`config.mk`:
```
export PLATFORM = sky130hd
export DESIGN_NAME = sdhc_ftl_dma
export DESIGN_NICKNAME = d
export VERILOG_FILES = /design/src/rtl/sdhc_ftl_dma.sv
export SDC_FILE = /design/constraint.sdc
export NUM_CORES = 1
export LEC_CHECK = 0
export CAP_MARGIN = 20
export CORE_MARGIN = 5
export CORE_UTILIZATION = 43
export CTS_BUF_LIST = sky130_fd_sc_hd__clkbuf_4
export DETAILED_ROUTE_END_ITERATION = 10
export HOLD_SLACK_MARGIN = 0.05
export PLACE_DENSITY = 0.8
export SETUP_SLACK_MARGIN = 0.05
export SLEW_MARGIN = 20
export SYNTH_ARGS = -nofsm -noshare
export SYNTH_HDL_FRONTEND = slang
export SYNTH_SLANG_ARGS = --single-unit
```
`constraint.sdc`:
```
create_clock -name clk_50 -period 2.3 [get_ports clk_50]
set_clock_uncertainty 0.15 [all_clocks]
set_input_delay 0.69 -clock clk_50 [delete_from_list [all_inputs] [get_ports clk_50]]
set_output_delay 0.69 -clock clk_50 [all_outputs]
set_load 0.01 [all_outputs]
```
`src/rtl/sdhc_ftl_dma.sv`:
```
// Moves one 512-byte SD block per command between the SDHC word streams and the
// FTL wishbone slave using classic single cycles, with cyc held for the whole block.
module sdhc_ftl_dma #(
   parameter int BLOCK_WORDS = 128,
   parameter int TIMEOUT     = 65535
) (
   input  logic        clk_50,
   input  logic        reset,
   input  logic        cmd_valid,
   output logic        cmd_ready,
   input  logic        cmd_write,
   input  logic [22:0] cmd_block,
   input  logic [31:0] wr_data,
   input  logic        wr_valid,
   output logic        wr_ready,
   output logic [31:0] rd_data,
   output logic        rd_valid,
   input  logic        rd_ready,
   output logic        busy,
   output logic        done,
   output logic        err_timeout,
   output logic [31:0] wbm_adr_o,
   output logic [31:0] wbm_dat_o,
   input  logic [31:0] wbm_dat_i,
   output logic [3:0]  wbm_sel_o,
   output logic        wbm_cyc_o,
   output logic        wbm_stb_o,
   output logic        wbm_we_o,
   input  logic        wbm_ack_i,
   output logic [2:0]  wbm_cti_o,
   output logic [1:0]  wbm_bte_o
);
   localparam int IW = $clog2(BLOCK_WORDS);

   typedef enum logic [2:0] {IDLE, WR_WAIT, WR_BUS, RD_BUS, RD_HOLD, FIN} state_t;

   state_t        state_q, state_d;
   logic [22:0]   blk_q, blk_d;
   logic [IW-1:0] idx_q, idx_d;
   logic          we_q, we_d;
   logic          cyc_q, cyc_d;
   logic          stb_q, stb_d;
   logic          err_q, err_d;
   logic          rv_q, rv_d;
   logic [31:0]   wdat_q, wdat_d;
   logic [31:0]   rdat_q, rdat_d;
   logic [15:0]   tmo_q, tmo_d;
   logic          last_word;
   logic          tmo_hit;

   assign last_word = (idx_q == IW'(BLOCK_WORDS - 1));
   // An ack in the same cycle as the limit wins, so the abort requires !ack.
   assign tmo_hit   = stb_q && !wbm_ack_i && (tmo_q == 16'(TIMEOUT - 1));

   always_ff @(posedge clk_50) begin
      if (reset) begin
         state_q <= IDLE;
         blk_q   <= '0;
         idx_q   <= '0;
         we_q    <= 1'b0;
         cyc_q   <= 1'b0;
         stb_q   <= 1'b0;
         err_q   <= 1'b0;
         rv_q    <= 1'b0;
         wdat_q  <= '0;
         rdat_q  <= '0;
         tmo_q   <= '0;
      end else begin
         state_q <= state_d;
         blk_q   <= blk_d;
         idx_q   <= idx_d;
         we_q    <= we_d;
         cyc_q   <= cyc_d;
         stb_q   <= stb_d;
         err_q   <= err_d;
         rv_q    <= rv_d;
         wdat_q  <= wdat_d;
         rdat_q  <= rdat_d;
         tmo_q   <= tmo_d;
      end
   end

   always_comb begin
      state_d = state_q;
      blk_d   = blk_q;
      idx_d   = idx_q;
      we_d    = we_q;
      cyc_d   = cyc_q;
      stb_d   = stb_q;
      err_d   = err_q;
      rv_d    = rv_q;
      wdat_d  = wdat_q;
      rdat_d  = rdat_q;
      tmo_d   = (stb_q && !wbm_ack_i) ? tmo_q + 16'd1 : 16'd0;
      case (state_q)
         IDLE: begin
            err_d = 1'b0;
            if (cmd_valid) begin
               blk_d = cmd_block;
               we_d  = cmd_write;
               idx_d = '0;
               cyc_d = 1'b1;
               if (cmd_write) begin
                  state_d = WR_WAIT;
               end else begin
                  stb_d   = 1'b1;
                  state_d = RD_BUS;
               end
            end
         end
         WR_WAIT: begin
            if (wr_valid) begin
               wdat_d  = wr_data;
               stb_d   = 1'b1;
               we_d    = 1'b1;
               state_d = WR_BUS;
            end
         end
         WR_BUS: begin
            if (wbm_ack_i) begin
               stb_d = 1'b0;
               if (last_word) begin
                  cyc_d   = 1'b0;
                  state_d = FIN;
               end else begin
                  idx_d   = idx_q + IW'(1);
                  state_d = WR_WAIT;
               end
            end else if (tmo_hit) begin
               stb_d   = 1'b0;
               cyc_d   = 1'b0;
               err_d   = 1'b1;
               state_d = FIN;
            end
         end
         RD_BUS: begin
            if (wbm_ack_i) begin
               rdat_d  = wbm_dat_i;
               rv_d    = 1'b1;
               stb_d   = 1'b0;
               state_d = RD_HOLD;
            end else if (tmo_hit) begin
               stb_d   = 1'b0;
               cyc_d   = 1'b0;
               err_d   = 1'b1;
               state_d = FIN;
            end
         end
         RD_HOLD: begin
            if (rd_ready) begin
               rv_d = 1'b0;
               if (last_word) begin
                  cyc_d   = 1'b0;
                  state_d = FIN;
               end else begin
                  idx_d   = idx_q + IW'(1);
                  stb_d   = 1'b1;
                  state_d = RD_BUS;
               end
            end
         end
         FIN: begin
            err_d   = 1'b0;
            state_d = IDLE;
         end
         default: state_d = IDLE;
      endcase
   end

   assign cmd_ready   = (state_q == IDLE);
   assign busy        = (state_q != IDLE);
   assign done        = (state_q == FIN);
   assign err_timeout = (state_q == FIN) && err_q;
   assign wr_ready    = (state_q == WR_WAIT);
   assign rd_valid    = rv_q;
   assign rd_data     = rdat_q;
   assign wbm_adr_o   = {blk_q, idx_q, 2'b00};
   assign wbm_dat_o   = wdat_q;
   assign wbm_sel_o   = 4'hF;
   assign wbm_cyc_o   = cyc_q;
   assign wbm_stb_o   = stb_q;
   assign wbm_we_o    = we_q & cyc_q;
   assign wbm_cti_o   = 3'b000;
   assign wbm_bte_o   = 2'b00;
endmodule

```
# == Word level (Yosys, flattened, before mapping) ==
# Index checks and enable logic that the tools add are counted.
# word_totals
in_bits,94
out_inout_bits,114
register_bits,118
# op_classes
add_sub_neg,2
reduce_logical,25
n_mux,38
n_eq_ne,18
bitwise_logic,2
# op_table
cell,count
7-bit 2-to-1 mux,4
3-bit 2-to-1 mux,8
7-bit case mux with 3 select lines,1
1-bit 2-to-1 mux,18
2-bit != test (second input constant),9
16-bit by 1-bit adder with 16-bit output (second input constant),1
16-bit equality test (second input constant),1
3-bit case mux with 5 select lines,1
3-bit AND reduction,4
1-bit case mux with 4 select lines,2
4-bit AND reduction,2
4-bit nonzero test,2
7-bit by 1-bit adder with 7-bit output (second input constant),1
7-bit equality test (second input constant),1
7-bit AND reduction,1
3-bit by 2-bit equality test with 1-bit output (second input constant),2
3-bit equality test (second input constant),2
1-bit case mux with 2 select lines,3
2-bit AND reduction,3
2-bit nonzero test,3
3-bit nonzero test,2
2-bit OR reduction,3
3-bit by 1-bit equality test with 1-bit output (second input constant),1
1-bit logical AND,3
other kinds (7),7

# == Depth between registers and ports, before layout ==
# Gate-level depths: netlist of the first run.
# depth
word_depth,6
ltp_mapped,7
ltp_nobuf,6

# == Worst setup path before layout of the first run ==
# No wires, ideal clock.
# synth_timing
path_kind,input to register
from,input rd_ready
to,"register stb_q, in the netlist wbm_stb_o"
required_time_ps,2033
arrival_time_ps,1716
path_slack_ps,316
cell_stages,5
path_buffers,0
cell_sequence,or4bb_1 -> o221ai_1 -> and3_1 -> o21ai_1 -> a32o_1
# synth_between
elab_chain_cells,2
# synth_rtl
element,line_no,source
"start, declared",18,"input logic rd_ready,"
2-bit != test (no source line),-,
7-bit AND reduction (no source line),-,
"end signal, assigned",74,stb_q <= stb_d;
"end, declared",42,"logic stb_q, stb_d;"
# No other way between the ends.
# A chain may end at the register's enable or synchronous reset.

# == Final worst setup path of the first run ==
# layout_timing
from,register state_q[1]
to,output cmd_ready
# layout_between
elab_chain_cells,1
# layout_rtl
element,line_no,source
"start, declared",37,"state_t state_q, state_d;"
"start signal, assigned",69,state_q <= state_d;
3-bit zero test,170,assign cmd_ready = (state_q == IDLE);
"end, declared",10,"output logic cmd_ready,"
# No other way between the ends.

==> qor.csv, run 1 <==
metric,value,unit
status,completed,
port_buffers,196,
ys_types,45,
cap_violations,0,
timing.setup.tns,0,ps
required,1460,ps
ctsRootBufferMaster,clkbuf_4,
cp.arrival,1350,ps
first_pass_iters,4,
yosys.area.top_type_share,50.2,%
p_leak,3.14,nW
slew_viol_final,0,
layout.nets,892,
grt_overflow,0,
period_share,95.0,%
cts.path.max_buffers,2,
cp-start-kind,flop,
switchingPower,1.41,mW
end_kind,primary output,
crit_fanout,3,
final_cell_mix,"190 x nand2_1, 109 x dfxtp_1, 103 x a21oi_1",
period_needed,2190,ps
gp_congestion,0.915,
drt_iter0_drc,370,
pwr-share-comb,23.2,%
fmax,458,MHz
r2r_cells,8,
drcViolationCount,0,
fp.coreArea,0.0108,mm²
synth_area,0.00471,mm²
setup_viol_count_final,0,
rrSetupSlack,210,ps
route.vias.total,4683,
cts_sinks,118,
pwr-share-seq,45.1,%
p_int,3.61,mW
regArea,0.00238,mm²
reg2reg_to,idx_q[1],
whs_path_depth,2,
first_global_vias,4679,
drive_gt1_share,10.4,%
finalPower,5.02,mW
drtAntennaViolNets,0,
worstHoldEndpoint,rd_data[2],
final_common_cell,nand2_1,
nFillCells,914,
synth_area_leaders,"dfxtp_1 50%, nand2_1 15%, a21oi_1 11%",
hold_class,flop to flop,
max-vdd-ir-drop,0.000429,V
rsz0062_at_grt,true,
syn2layout_area_growth,51.3,%
antenna_found_initial,0,
yosysWarnings,0,
wirelength,13600,µm
clk_pin_slew,100,ps
preCtsSetupSlack,-241,ps
clk-insertion-delay-late,480,ps
grt_pass1_wl,21900,µm
std_cell_rows,38,
via_per_inst,4.95,
die_y,115,µm
io_pins,208,
die_w,115,µm
wl_per_cell,14.3,µm
reg2reg_from,state_q[2],
synth_area_leader_cell,dfxtp_1,
critPathKind,flop to primary output,
finalHoldViolCount,0,
start_util,43.6,%
grt_max_degree,66,
multi_input_area,0.00212,mm²
min-delay-start,rd_data[2],
powerDensity,705,mW/mm²
yosysSeqAreaShare,50.2,%
ys_seq_elements,118,
clock_power_share,31.7,%
p_sw_share,28.0,%
finalWorstSetupSlack,115,ps
die_area,0.0131,mm²
diodes,0,
syn_inst,588,
dp_hpwl,10100,µm
synth.avg_cell_area,8.01,µm²
cts_made_buffers,17,
htreeDepth,4,
cts_tree,yes,
grt_use_total,20.3,%
-- worst max-delay path, stage by stage, from the launching register on --
cell and delay (ps):
dfxtp_2 350, buf_6 120, nor3_4 150, buf_4 150
buf_6 90
-- power by group through the flow --
stage | clock network (mW) | registers [mW] | logic (mW)
finish | 1.59 | 2.27 | 1.17
global route | 1.75 | 2.28 | 1.28
CTS | 1.65 | 2.27 | 1.17
detailed placement | 0 | 2.31 | 1.23
global placement | 0 | 2.30 | 1.21
floorplan | 0 | 2.37 | 0.519
-- routing by layer --
layer	wire length, µm	GRT usage [%]	part of all wire (%)	vias to the layer above
li1	-	-	-	2338
met1	5410	23.1	40	2124
met2	6670	34.9	49	189
met3	1080	6.87	8.0	32
met4	395	8.08	2.9	0
met5	0	0	0	-
-- logic make-up (layout without fill, tap and decap cells) --
logic type | after synthesis | in the layout | synth area share (%)
and+or+nand+nor | 272 | 272 | 25.5
AOI/OAI and AO/OA | 128 | 128 | 14.9
DFF | 118 | 118 | 50.2
buffers and inverters | 52 | 261 | 6.06
xor gates and xnor gates | 12 | 12 | 2.23
adders and majority gates | 3 | 3 | 0.797
other | 2 | 11 | 0.160
muxes | 1 | 1 | 0.213
-- how the worst max path moves through the flow --
stage	cells past startpoint	slack, ps	startpoint	to
6_report	4	110	state_q[1]	cmd_ready
5_1_grt	4	6	state_q[1]	cmd_ready
4_1_cts	1	50	wbm_dat_o[6]	wbm_dat_o[6]
3_5_place_dp	6	-240	rd_ready	wbm_stb_o
3_3_place_gp	6	-230	rd_ready	wbm_stb_o
2_1_floorplan	5	320	rd_ready	wbm_stb_o
-- state kept, by name, summed over array words and instances (netlist names) --
register and count:
we_q 1, idx_q 7, wbm_cyc_o 1, err_q 1, rd_valid 1, state_q 3
rd_data 32, tmo_q 16, wbm_stb_o 1, wbm_dat_o 32, blk_q 23
-- layout make-up --
class	count	share of cell area, %
clock buffer	19	2.00
multi-input combinational	427	29.8
sequential	118	33.4
inverter	7	0.369
clock inverter	11	2.23
tap	140	2.46
timing repair buffer	224	29.7
-- cells in the mapped netlist (all sizes together) --
master,number
mux2i,1
nand2,190
o221ai,1
clkbuf,20
xnor2,3
o2111ai,1
o211ai,1
dfxtp,118
nand2b,3
o32a,1
or3b,1
nand4,5
inv,7
or4bb,1
and3,2
o21bai,1
nor4,2
nor3,7
or3,6
a211oi,1
a31oi,3
nor2,28
nor2b,2
a21oi,104
o21ai,13
and4,3
o32ai,1
and2,7
conb,2
nand3b,2
a32o,1
nand3,12
xor2,9
buf,25
nor3b,1
ha,3
-- repair_timing --
action	in CTS	in global routing
pin swaps	2	2
gates resized for setup	126	9
endpoints found under the setup margin	96	12
hold endpoints to repair	0	0
setup buffers	3	0
hold buffers	0	0
-- stage by stage --
stage	instance area, µm²	utilization, %	cells	hold slack (ps)
6_report	7120	66.0	946	304
3_3_place_gp	6870	63.7	913	292
4_1_cts	7100	65.8	946	310
5_1_grt	7120	66.0	946	324
2_1_floorplan	4740	-	597	287
3_5_place_dp	6870	63.7	913	297
(Power assumes the default switching activity.)
==> run 2, diff against run 1 <==
--- a/config.mk
+++ b/config.mk
@@ -9,6 +9,7 @@
 export CORE_MARGIN = 5
 export CORE_UTILIZATION = 43
 export CTS_BUF_LIST = sky130_fd_sc_hd__clkbuf_4
+export CTS_CLUSTER_SIZE = 16
 export DETAILED_ROUTE_END_ITERATION = 10
 export HOLD_SLACK_MARGIN = 0.05
 export PLACE_DENSITY = 0.8
==> results of run 2 <==
The final DEF is identical to that of run 1; final timing and power are the same.
==> run 3, diff against run 2 <==
--- a/config.mk
+++ b/config.mk
@@ -5,9 +5,10 @@
 export SDC_FILE = /design/constraint.sdc
 export NUM_CORES = 1
 export LEC_CHECK = 0
+export ABC_AREA = 1
 export CAP_MARGIN = 20
 export CORE_MARGIN = 5
-export CORE_UTILIZATION = 43
+export CORE_UTILIZATION = 44
 export CTS_BUF_LIST = sky130_fd_sc_hd__clkbuf_4
 export CTS_CLUSTER_SIZE = 16
 export DETAILED_ROUTE_END_ITERATION = 10
==> run 3 against run 2 <==
  * Fmax shrank 1.1%
  * Critical path depth rose by 1
  * Critical endpoint is now done
  * Critical path type unchanged
  * Register-to-register slack gained 170 ps
  * Routed wire length up 8.7%
  * Clock power increased by 4%
  * Sequential power grew 10%
  * Largest cell class unchanged
==> qor.csv, run 3 <==
metric,value,unit,change
synth_top_family_by_area,simple AND/OR/NAND/NOR gates,,
yosysSeqAreaShare,48.1,%,-2.1 points
start_util,45.1,%,+1.5 points
slew_viol_final,0,,unchanged
ys_seq_elements,118,,unchanged
synth_area_leader_cell,dfxtp_1,,
grt_use_total,21.7,%,+1.4 points
synth_xor_xnor_area_share,0.535,%,-1.7 points
period_share,96.1,%,+1.1 points
route.vias.total,5063,,+8.1%
ys_types,37,,-18%
io_pins,208,,unchanged
max_stage_delay,370,ps,+20 ps
timing.setup.tns,0,ps,unchanged
required,1460,ps,about the same
drt_iter0_drc,346,,-6.5%
drive_gt1_share,11.7,%,+1.3 points
cts_made_buffers,17,,unchanged
cp_common_cell,nor2_4,,
nFillCells,960,,+5.0%
dp_hpwl,11000,µm,+9.0%
synth_area_leaders,"dfxtp_1 48%, nand2_1 9.2%, nor2_1 7.7%",,
crit_fanout,3,,unchanged
setup_viol_count_final,0,,unchanged
powerDensity,875,mW/mm²,+24%
gp_congestion,0.895,,-2.1%
first_global_vias,4889,,+4.5%
crit_slowest_cell,dfxtp_2,,
synth_area,0.00491,mm²,+4.4%
yosys.area_share.simple,29.6,%,+4.1 points
cts_tree,yes,,
yosys.area.top_type_share,48.1,%,-2.1 points
fin_hold_ws,309,ps,+4.96 ps
synth.most_common_cell,nand2_1,,
die_area,0.0134,mm²,+1.8%
final_common_cell,nand2_1,,
synth.avg_cell_area,7.46,µm²,-6.9%
cp-start-kind,flop,,
syn2layout_area_growth,48.2,%,
cp.arrival,1370,ps,+20 ps
clk-insertion-delay-late,510,ps,+30 ps
fp.coreArea,0.0109,mm²,+0.88%
htreeDepth,4,,unchanged
drtAntennaViolNets,0,,unchanged
path_cells,inv_4 > nor2_4 > inv_2 > nor2_4 > buf_6,,
die_y,116,µm,+0.90%
relSlewSlack,58.1,%,
cap_violations,0,,unchanged
rsz0062_at_grt,true,,
synth_mux_area_share,0,%,-0.21 points
p_leak,3.27,nW,+4.2%
synth_edf_count,0,,unchanged
end_kind,primary output,,
worstMarginPinSlew,629,ps,
grt_pass1_wl,23100,µm,+5.7%
wl_per_cell,14.5,µm,+0.95%
drcViolationCount,0,,unchanged
cts_sinks,118,,unchanged
first_pass_iters,5,,+1
wirelength,14700,µm,+8.7%
synth_compound_area_share,12.5,%,-2.4 points
period_needed,2210,ps,+24.8 ps
port_buffers,196,,unchanged
finalHoldViolCount,0,,unchanged
clk_pin_slew,100,ps,about the same
yosys.area_share.adder,0.764,%,-0.033 points
ys_top_cells_by_count,"121 x nand2_1, 118 x dfxtp_1, 101 x nor2_1",,
max-vdd-ir-drop,0.000618,V,+44%
fmax,453,MHz,-1.1%
std_cell_rows,38,,unchanged
cts.path.max_buffers,2,,unchanged
die_w,116,µm,+0.90%
grt_max_degree,64,,-3.0%
status,completed,,
syn_inst,659,,+12%
hold_class,flop to flop,,
ys_async_sr_fraction,0,%,unchanged
yosysWarnings,0,,unchanged
antenna_found_initial,1,,+1
final_cell_mix,"120 x nand2_1, 110 x dfxtp_1, 100 x nor2_1",,
layout.nets,962,,+7.8%
via_per_inst,4.97,,+0.37%
critPathKind,flop to primary output,,
ys.flop_type,dfxtp_1,,
grt_overflow,0,,unchanged
ctsRootBufferMaster,clkbuf_4,,
[run 3: changes by cell type in the layout (fill, tap and decap cells not counted), moves of 7 or more]
cell,before,now
dlygate4sd2_1,91,98
nor2_1,27,100
dlymetal6s2s_1,7,0
nand2_1,190,120
xor2_1,9,1
o21ai_0,10,37
inv_1,5,35
nand3_1,11,74
a21oi_1,103,75
[run 3: critical path: cells and delay by family, from the launching register on]
kind / cells / cell delay [ps]
flip-flops: 1 / 370
AND/OR/NAND/NOR: 2 / 240
buffers and inverters: 3 / 250
[run 3: worst paths after layout]
path | slack (ps) | depth (start not counted) | start | to
setup / recovery | 90 | 5 | state_q[0] | done
hold reg to reg | 310 | 2 | tmo_q[11] | tmo_q[11]
hold / removal | 310 | 2 | tmo_q[11] | tmo_q[11]
setup reg to reg | 380 | 12 | state_q[0] | idx_q[1]
[run 3: where the power goes]
part           switching (mW)  internal [mW]
combinational            1.24          0.970
sequential              0.170           2.33
clock                   0.798          0.866
total                    2.21           4.16
[run 3: metrics by stage]
step           std cells  setup slack, ps  instance area (µm²)  util, %  power, mW
2_1_floorplan        668              477                 4950        -       3.75
3_3_place_gp         977             59.6                 6990     64.2       4.75
3_5_place_dp         977             4.56                 6990     64.2       4.79
4_1_cts             1012             35.5                 7220     66.3       6.34
5_1_grt             1019            -13.7                 7280     66.9       6.76
6_report            1019             90.1                 7280     66.9       6.37
[run 3: area by class of cell]
type                            instances  area [µm²]  share of cell area, %
Multi-Input combinational cell        461        2190                   30.1
Clock inverter                         14         183                   2.51
Antenna cell                            1        2.50                 0.0344
Clock buffer                           18         135                   1.86
Tap cell                              140         175                   2.41
Sequential cell                       118        2370                   32.6
Inverter                               43         164                   2.25
Timing Repair Buffer                  224        2050                   28.2
[run 3: timing repair]
action / in CTS / in global routing
endpoints found under the hold margin: 0 / 0
endpoints found under the setup margin: 103 / 5
hold buffers: 0 / 0
gates resized for setup: 136 / 4
pin swaps: 1 / 2
buffers inserted: 3 / 6
[run 3: metal layers]
layer  up-vias  wire length, µm  global-route usage, %
li1       2532                -                      -
met1      2318             5620                   23.9
met2       189             7470                   37.6
met3        24             1380                   9.09
met4         0              269                   7.58
met5         -                0                      0
[run 3: cells by family (layout without fill, tap and decap cells)]
logic type,after synthesis,in the layout
simple gates,324,324
flops,118,118
buf+inv,89,299
compound gates,120,120
other cells,2,12
xor+xnor,3,3
fa+ha+maj,3,3
